--- src/rtl/aes_key_ctrl_pkg.sv ---
// rtl/aes_key_ctrl_pkg.sv - shared constants, state encoding and strobe bundle for the AES key schedule controller
package aes_key_ctrl_pkg;
    localparam int NR_128       = 10;
    localparam int NR_256       = 13;
    localparam int BEAT_W       = 2;
    localparam int ROUND_W      = 4;
    localparam int SBOX_LAT_DEF = 4;

    typedef logic [2:0] state_t;
    localparam state_t ST_IDLE  = 3'd0;
    localparam state_t ST_LOAD  = 3'd1;
    localparam state_t ST_OUT   = 3'd2;
    localparam state_t ST_ISSUE = 3'd3;
    localparam state_t ST_WAIT  = 3'd4;
    localparam state_t ST_UPD   = 3'd5;
    localparam state_t ST_DONE  = 3'd6;

    typedef struct packed {
        logic key_ready;
        logic ak_valid;
        logic done;
        logic init;
        logic loop;
        logic add_from_sb;
        logic enable_pipe_low;
        logic enable_pipe_high;
        logic feedback_from_high;
        logic disable_rot_rcon;
        logic col7_toSB;
        logic rcon_rst;
        logic rcon_update;
        logic rcon_mode_256;
        logic enable_buffer_from_sbox;
        logic rst_buffer_from_sbox;
        logic sbox_key_valid;
    } ctrl_t;
endpackage

--- src/rtl/aes_key_ctrl_cnt.sv ---
// rtl/aes_key_ctrl_cnt.sv - beat, Sbox-wait and round counters with terminal-count flags
module aes_key_ctrl_cnt
    import aes_key_ctrl_pkg::*;
#(
    parameter int SBOX_LAT = SBOX_LAT_DEF
) (
    input  logic               clk_i,
    input  logic               rst_i,
    input  logic               beat_clr_i,
    input  logic               beat_inc_i,
    input  logic               wait_clr_i,
    input  logic               wait_inc_i,
    input  logic               round_clr_i,
    input  logic               round_inc_i,
    output logic [BEAT_W-1:0]  beat_o,
    output logic               beat_last_o,
    output logic               wait_last_o,
    output logic [ROUND_W-1:0] round_o
);
    // The wait phase lasts SBOX_LAT-1 cycles, so the counter terminates at SBOX_LAT-2.
    localparam int WAIT_W = (SBOX_LAT > 2) ? $clog2(SBOX_LAT - 1) : 1;
    localparam logic [WAIT_W-1:0] WAIT_TC = WAIT_W'((SBOX_LAT > 1) ? SBOX_LAT - 2 : 0);

    logic [BEAT_W-1:0]  beat_q, beat_d;
    logic [WAIT_W-1:0]  wait_q, wait_d;
    logic [ROUND_W-1:0] round_q, round_d;

    always_comb begin
        beat_d  = beat_q;
        wait_d  = wait_q;
        round_d = round_q;
        if (beat_clr_i) begin
            beat_d = '0;
        end else if (beat_inc_i) begin
            beat_d = beat_q + 1'b1;
        end
        if (wait_clr_i) begin
            wait_d = '0;
        end else if (wait_inc_i) begin
            wait_d = wait_q + 1'b1;
        end
        if (round_clr_i) begin
            round_d = '0;
        end else if (round_inc_i && (round_q != '1)) begin
            round_d = round_q + 1'b1;
        end
    end

    always_ff @(posedge clk_i) begin
        if (rst_i) begin
            beat_q  <= '0;
            wait_q  <= '0;
            round_q <= '0;
        end else begin
            beat_q  <= beat_d;
            wait_q  <= wait_d;
            round_q <= round_d;
        end
    end

    assign beat_o      = beat_q;
    assign beat_last_o = (beat_q == '1);
    assign wait_last_o = (wait_q == WAIT_TC);
    assign round_o     = round_q;
endmodule

--- src/rtl/aes_key_sched_ctrl.sv ---
// rtl/aes_key_sched_ctrl.sv - key datapath sequencing controller; AES256_EN enables the AES-256 schedule
module aes_key_sched_ctrl
    import aes_key_ctrl_pkg::*;
#(
    parameter int SBOX_LAT = SBOX_LAT_DEF
) (
    input  logic clk,
    input  logic rst,
    input  logic key_valid,
    output logic key_ready,
    input  logic mode_256,
    output logic ak_valid,
    input  logic ak_ready,
    output logic done,
    output logic init,
    output logic loop,
    output logic add_from_sb,
    output logic enable_pipe_low,
    output logic enable_pipe_high,
    output logic feedback_from_high,
    output logic disable_rot_rcon,
    output logic col7_toSB,
    output logic rcon_rst,
    output logic rcon_update,
    output logic rcon_mode_256,
    output logic enable_buffer_from_sbox,
    output logic rst_buffer_from_sbox,
    output logic sbox_key_valid
);
    state_t             state_q, state_d;
    logic               mode_q, mode_d;
    logic               half_q, half_d;
    logic               beat_clr, beat_inc, wait_clr, wait_inc, round_clr, round_inc;
    logic [BEAT_W-1:0]  beat;
    logic               beat_last, wait_last;
    logic [ROUND_W-1:0] round;
    logic [ROUND_W-1:0] n_upd;
    logic               upd_half;
    ctrl_t              c, c_out;

    aes_key_ctrl_cnt #(.SBOX_LAT(SBOX_LAT)) u_cnt (
        .clk_i       (clk),
        .rst_i       (rst),
        .beat_clr_i  (beat_clr),
        .beat_inc_i  (beat_inc),
        .wait_clr_i  (wait_clr),
        .wait_inc_i  (wait_inc),
        .round_clr_i (round_clr),
        .round_inc_i (round_inc),
        .beat_o      (beat),
        .beat_last_o (beat_last),
        .wait_last_o (wait_last),
        .round_o     (round)
    );

    assign n_upd    = mode_q ? ROUND_W'(NR_256) : ROUND_W'(NR_128);
    // AES-256 updates alternate halves: odd updates refresh the low half, even ones the high half.
    assign upd_half = mode_q & round[0];

    always_comb begin
        state_d   = state_q;
        mode_d    = mode_q;
        half_d    = half_q;
        beat_clr  = 1'b0;
        beat_inc  = 1'b0;
        wait_clr  = 1'b0;
        wait_inc  = 1'b0;
        round_clr = 1'b0;
        round_inc = 1'b0;
        c         = '0;
        case (state_q)
            ST_IDLE: begin
                c.key_ready = 1'b1;
                if (key_valid) begin
                    state_d = ST_LOAD;
`ifdef AES256_EN
                    mode_d = mode_256;
`else
                    mode_d = 1'b0 & mode_256;
`endif
                end
            end
            ST_LOAD: begin
                c.init                    = 1'b1;
                c.enable_pipe_low         = 1'b1;
                c.enable_pipe_high        = 1'b1;
                c.rcon_rst                = 1'b1;
                c.rcon_mode_256           = mode_q;
                c.rst_buffer_from_sbox    = 1'b1;
                c.enable_buffer_from_sbox = 1'b1;
                beat_clr                  = 1'b1;
                round_clr                 = 1'b1;
                half_d                    = 1'b0;
                state_d                   = ST_OUT;
            end
            ST_OUT: begin
                c.ak_valid = 1'b1;
                if (ak_ready) begin
                    c.loop               = 1'b1;
                    c.enable_pipe_low    = ~half_q;
                    c.enable_pipe_high   = half_q;
                    c.feedback_from_high = half_q;
                    beat_inc             = 1'b1;
                    if (beat_last) begin
                        if (round == n_upd) begin
                            state_d = ST_DONE;
                        end else if (mode_q && !half_q && (round == '0)) begin
                            half_d = 1'b1;
                        end else begin
                            state_d = ST_ISSUE;
                        end
                    end
                end
            end
            ST_ISSUE: begin
                c.sbox_key_valid   = 1'b1;
                c.disable_rot_rcon = upd_half;
                c.col7_toSB        = mode_q & (round == '0);
                wait_clr           = 1'b1;
                state_d            = (SBOX_LAT > 1) ? ST_WAIT : ST_UPD;
            end
            ST_WAIT: begin
                wait_inc = 1'b1;
                if (wait_last) begin
                    state_d = ST_UPD;
                end
            end
            ST_UPD: begin
                c.enable_pipe_low  = ~upd_half;
                c.enable_pipe_high = upd_half;
                c.disable_rot_rcon = upd_half;
                c.add_from_sb      = (beat == '0);
                beat_inc           = 1'b1;
                if (beat_last) begin
                    c.rcon_update   = ~upd_half;
                    c.rcon_mode_256 = mode_q & ~upd_half;
                    round_inc       = 1'b1;
                    half_d          = upd_half;
                    state_d         = ST_OUT;
                end
            end
            ST_DONE: begin
                c.done  = 1'b1;
                state_d = ST_IDLE;
            end
            default: state_d = ST_IDLE;
        endcase
    end

    always_ff @(posedge clk) begin
        if (rst) begin
            state_q <= ST_IDLE;
            mode_q  <= 1'b0;
            half_q  <= 1'b0;
        end else begin
            state_q <= state_d;
            mode_q  <= mode_d;
            half_q  <= half_d;
        end
    end

    // Reset silences every strobe in the same cycle so an aborted schedule leaves no trailing pulse.
    assign c_out = rst ? '0 : c;

    assign key_ready               = c_out.key_ready;
    assign ak_valid                = c_out.ak_valid;
    assign done                    = c_out.done;
    assign init                    = c_out.init;
    assign loop                    = c_out.loop;
    assign add_from_sb             = c_out.add_from_sb;
    assign enable_pipe_low         = c_out.enable_pipe_low;
    assign enable_pipe_high        = c_out.enable_pipe_high;
    assign feedback_from_high      = c_out.feedback_from_high;
    assign disable_rot_rcon        = c_out.disable_rot_rcon;
    assign col7_toSB               = c_out.col7_toSB;
    assign rcon_rst                = c_out.rcon_rst;
    assign rcon_update             = c_out.rcon_update;
    assign rcon_mode_256           = c_out.rcon_mode_256;
    assign enable_buffer_from_sbox = c_out.enable_buffer_from_sbox;
    assign rst_buffer_from_sbox    = c_out.rst_buffer_from_sbox;
    assign sbox_key_valid          = c_out.sbox_key_valid;
endmodule

--- config.mk ---
export PLATFORM = sky130hd
export DESIGN_NAME = aes_key_sched_ctrl
export DESIGN_NICKNAME = d
export VERILOG_FILES = /design/src/rtl/aes_key_ctrl_pkg.sv /design/src/rtl/aes_key_ctrl_cnt.sv /design/src/rtl/aes_key_sched_ctrl.sv
export SDC_FILE = /design/constraint.sdc
export NUM_CORES = 1
export LEC_CHECK = 0
export ABC_AREA = 1
export BUFFER_PORTS_ARGS = -buffer_cell sky130_fd_sc_hd__buf_2
export CAP_MARGIN = 20
export CORE_UTILIZATION = 36
export CTS_BUF_LIST = sky130_fd_sc_hd__clkbuf_2
export DETAILED_ROUTE_END_ITERATION = 16
export GPL_TIMING_DRIVEN = 0
export PLACE_DENSITY = 0.64
export SETUP_SLACK_MARGIN = 0.02
export SLEW_MARGIN = 10
export SYNTH_ARGS = -nofsm -noshare
export SYNTH_HDL_FRONTEND = slang
export SYNTH_SLANG_ARGS = --single-unit
export TNS_END_PERCENT = 20
--- constraint.sdc ---
create_clock -name clk -period 2.1 [get_ports clk]
set_input_delay 0.42 -clock clk [delete_from_list [all_inputs] [get_ports clk]]
set_output_delay 0.42 -clock clk [all_outputs]
set_load 0.1 [all_outputs]
# After elaboration in Yosys (flattened, before gate mapping)
# Index checks and enable logic that the tools add are counted.
[op_classes]
n_addsub = 3
eq_ne = 16
muxes = 29
bitwise_logic = 2
n_reduce_logical = 8
[op_table]
columns = ["operator", "n"]
rows = [
  ["3-bit two-way mux", 7],
  ["3-bit case mux with 6 select lines", 1],
  ["17-bit two-way mux", 1],
  ["1-bit two-way mux", 15],
  ["2-bit inequality test, second input constant", 5],
  ["3-bit == test, second input constant", 3],
  ["3-bit by 2-bit == test with 1-bit output, second input constant", 2],
  ["2-bit case mux with 3 select lines", 1],
  ["6-bit AND reduction", 1],
  ["5-bit AND reduction", 1],
  ["2-bit by 1-bit adder with 2-bit output, second input constant", 2],
  ["4-bit by 1-bit adder with 4-bit output, second input constant", 1],
  ["2-bit == test, second input constant", 2],
  ["4-bit == test, second input constant", 1],
  ["2-bit two-way mux", 2],
  ["4-bit inequality test, second input constant", 1],
  ["1-bit case mux with 2 select lines", 2],
  ["2-bit OR reduction", 2],
  ["3-bit by 1-bit == test with 1-bit output, second input constant", 1],
  ["3-bit zero test", 1],
  ["3-bit nonzero test", 1],
  ["2-bit zero test", 1],
  ["2-bit by 1-bit inequality test with 1-bit output, second input constant", 1],
  ["1-bit NOT", 2],
  ["1-bit logical AND", 1],
]
[word_totals]
register_bits = 12
in_bits = 5
output_inout_bits = 17
elab_cells = 63

# Longest topological paths before layout
[depth]
word_depth = 5
mapped_depth = 10
mapped_depth_nobuf = 10

# Modules after synthesis
# Synthesis repeated with hierarchy kept, for this count alone.
[hier_totals]
cells_unflattened = 127
hier_area_um2 = 828.3
[by_module_without_submodules]
columns = ["module", "n_inst", "cells_each", "area_each_um2", "seq_area_each_um2"]
rows = [
  ["aes_key_sched_ctrl", 1, 78, 452.9, 60.1],
  ["aes_key_ctrl_cnt", 1, 49, 375.4, 160.2],
]

# Worst setup path before layout
# Ideal clock, no wire load.
[synth_timing]
path_kind = "in2out"
start = "in rst"
end = "out done"
t_arrival_ns = 3.534
required_time_ns = 1.680
setup_slack_ns = -1.854
stages = 2
path_buffers = 1
path_cell_list = "clkbuf_1 -> nor4_1"
[synth_via]
elab_chain_cells = 1
[synth_lines]
columns = ["item", "line_no", "source"]
rows = [
  ["start: declaration", "aes_key_sched_ctrl.sv:8", "input logic rst,"],
  ["17-bit two-way mux", "aes_key_sched_ctrl.sv:163", "assign c_out = rst ? '0 : c;"],
  ["end: declaration", "aes_key_sched_ctrl.sv:14", "output logic done,"],
]
# Every way passes these cells.

# Final worst setup path
# Ends and elaborated chain as after synthesis.

==> qor.yml <==
leakagePower_nw: 0.515
whs_ns: 0.462
finalHoldViolations: 0
r2r-end: "state_q[1]"
dieArea_um2: 2410
synth-seq-cells: 11
cts.repair.resized: 8
fillers: 216
grt_overflow_total: 0
insertion_delay_ns: 0.25
cts.sinks: 11
grt_usage_pct: 15.1
cts_setup_buffers: 0
hold_path.class: "input port to flip-flop"
maxCapViolations: 0
synth-seq-area-share_pct: 27.6
root_buffer: "clkbuf_2"
path_depth: 4
path_common_cell: "buf_2"
clk_pin_slew_ns: 0.11
path_cells: "buf_2 > clkbuf_1 > nor4_4 > buf_2"
cpPeakStageDelay_ns: 0.46
finalCritPeriodShare_pct: 93.8
regToRegSetupSlack_ns: 0.82
fin_nets: 160
endpoint_kind: "output pin"
required_ns: 1.68
ctsHoldBuffers: 0
cp_max_fo: 10
grt_antenna_before_repair: 0
startpoint_type: "input port"
min_period_ns: 1.97
critPathTopFamily: "buffers and inverters"
fp.dieW_um: 49.1
drt-initial-drc-count: 17
numCtsBuffers: 3
r2r-start: "state_q[2]"
routed_wl_um: 1540
total_power_w: 0.00121
gp_congestion: 0.798
finalClockSkew_ns: 0.00147
rsz0062_at_grt: "no"
hp-start: "rst"
worst_ep_arrival_time_ns: 1.55
cts_buffer_depth: 2
final_cell_area_um2: 1020
portBuffers: 16
cts_tree: "yes"
ios: 22
max_freq_mhz: 507
timing.critical_path.buf_inv: 3
area.growth.synth_to_final_pct: 28.2
peakVddDrop_mv: 0.524
powerDensity_nw_per_um2: 1180
synth_cells: 126
drive_above_1_share_pct: 28.9
drc: 0
rr_worst_depth: 9
grt_pass1_wl_um: 2820
slew_headroom_pct: 59.8
routedWlPerCell_um: 8.73
grt_pass1_vias: 696
insertedDiodeCount: 0
core_area_um2: 2020
hold_depth: 4
finalSetupViolations: 0
tightest_slew_ns: 0.603
via_count: 773
initial_utilization_pct: 39.5
ys_types: 22
synth_top_area_share_pct: 27.6
synth.area.top_cells: "dfxtp_1, nand2_1, ha_1, nand3_1, buf_4"
antenna_left: 0
hpwlAfterDp_um: 1250
synthesis.area_um2: 798
yosys_warnings: 0
crit_path_top_delay_cell: "buf_2"
htree_levels: 1
status: "complete, no violations"
rows: 16
die_h_um: 49.1
synth.avg_cell_area_um2: 6.34
hold_end: "state_q[1]"
grt_max_degree: 11
drv_slew: 0
crit_type: "input port to output pin"
dr.pass1.iters: 4
place_area_um2: 950
vias_per_cell: 4.39
synth_top_area_cell: "dfxtp_1"
[how the worst max path moves through the flow]
stage | startpoint | end | slack (ns)
floorplan | state_q[1] | loop | -0.34
global placement | rst | rcon_rst | 0.1
detailed placement | rst | rcon_rst | 0.08
CTS | state_q[2] | rcon_rst | 0.06
global route | state_q[0] | add_from_sb | 0.03
finish | rst | done | 0.13
[synthesized netlist by cell type]
master / n
inv_2: 4
a21oi_1: 9
xor2_1: 2
nor3_1: 1
o21ai_0: 1
buf_4: 8
o21ai_1: 2
inv_1: 16
nand3_2: 1
clkbuf_1: 1
ha_1: 5
nor2_1: 15
nand3_1: 12
clkinv_1: 1
conb_1: 1
dfxtp_1: 11
buf_2: 1
a211oi_1: 1
nand2_1: 30
nor2_2: 1
nor4_1: 1
nor2_4: 2
[stage by stage]
step	instances	worst slack, ns	TNS (ns)	utilization [%]
after global routing	176	0.0259	0	50.6
after floorplan	129	-0.338	-3.14	-
after detailed placement	172	0.0804	0	47.0
final	176	0.129	0	50.6
after global placement	172	0.0966	0	47.0
after CTS	176	0.0585	0	48.9
[state kept, by name, summed over array words and instances (netlist names)]
signal,count
u_cnt.round_o,4
u_cnt.beat_o,2
state_q,3
u_cnt.wait_q,2
[power breakdown]
group | switching [W] | leakage, nW | total, W | internal (W)
Combinational | 0.000609 | 0.409 | 0.000810 | 0.000200
Sequential | 0.0000348 | 0.0898 | 0.000275 | 0.000240
Clock | 0.0000731 | 0.0166 | 0.000124 | 0.0000506
[layout by cell type (no fill, tap or decap), types with 3 or more instances in the layout]
master,n
inv_2,4
inv_1,16
clkbuf_2,4
buf_4,10
buf_2,6
buf_6,5
conb_1,4
nor2_4,3
ha_1,5
dfxtp_1,9
nand3_1,12
a21oi_1,8
clkbuf_4,4
nand2_1,30
nor2_1,14
[layer usage]
| layer | wire length, um | vias to the layer above | GRT usage [%] |
|---|---|---|---|
| met1 | 741 | 332 | 18.7 |
| li1 | - | 425 | - |
| met3 | 49 | 0 | 3.12 |
| met4 | 0 | 0 | 7.35 |
| met5 | 0 | - | 0 |
| met2 | 746 | 16 | 24.4 |
[worst reg2reg max path, cell delays in order, from the launching register on]
cell and delay, ns:
dfxtp_1 0.31, buf_2 0.18, inv_2 0.15, nand3_1 0.13, nand2_1 0.09, clkinv_1 0.07, nand3_1 0.10, nand2_1 0.06
nand2_1 0.06, nor2_1 0.04
[final cells by class]
type | instances | area (um2) | area share (%)
Multi-Input combinational cell | 87 | 473 | 46.2
Sequential cell | 11 | 223 | 21.8
Timing Repair Buffer | 16 | 126 | 12.3
Inverter | 21 | 78.8 | 7.70
Buffer | 10 | 68.8 | 6.72
Tap cell | 27 | 33.8 | 3.30
Clock buffer | 4 | 20.0 | 1.96
[logic make-up (layout without fill, tap and decap cells)]
kind of cell               Yosys count  count (layout)  synth area share [%]
xor gates and xnor gates             2               2                  2.19
AOI/OAI and AO/OA                   13              13                  8.46
other                                1               4                 0.470
and+or+nand+nor                     63              63                  35.0
adders and majority gates            5               5                  7.84
buffers and inverters               31              51                  18.5
DFF                                 11              11                  27.6
(Power assumes the default switching activity.)
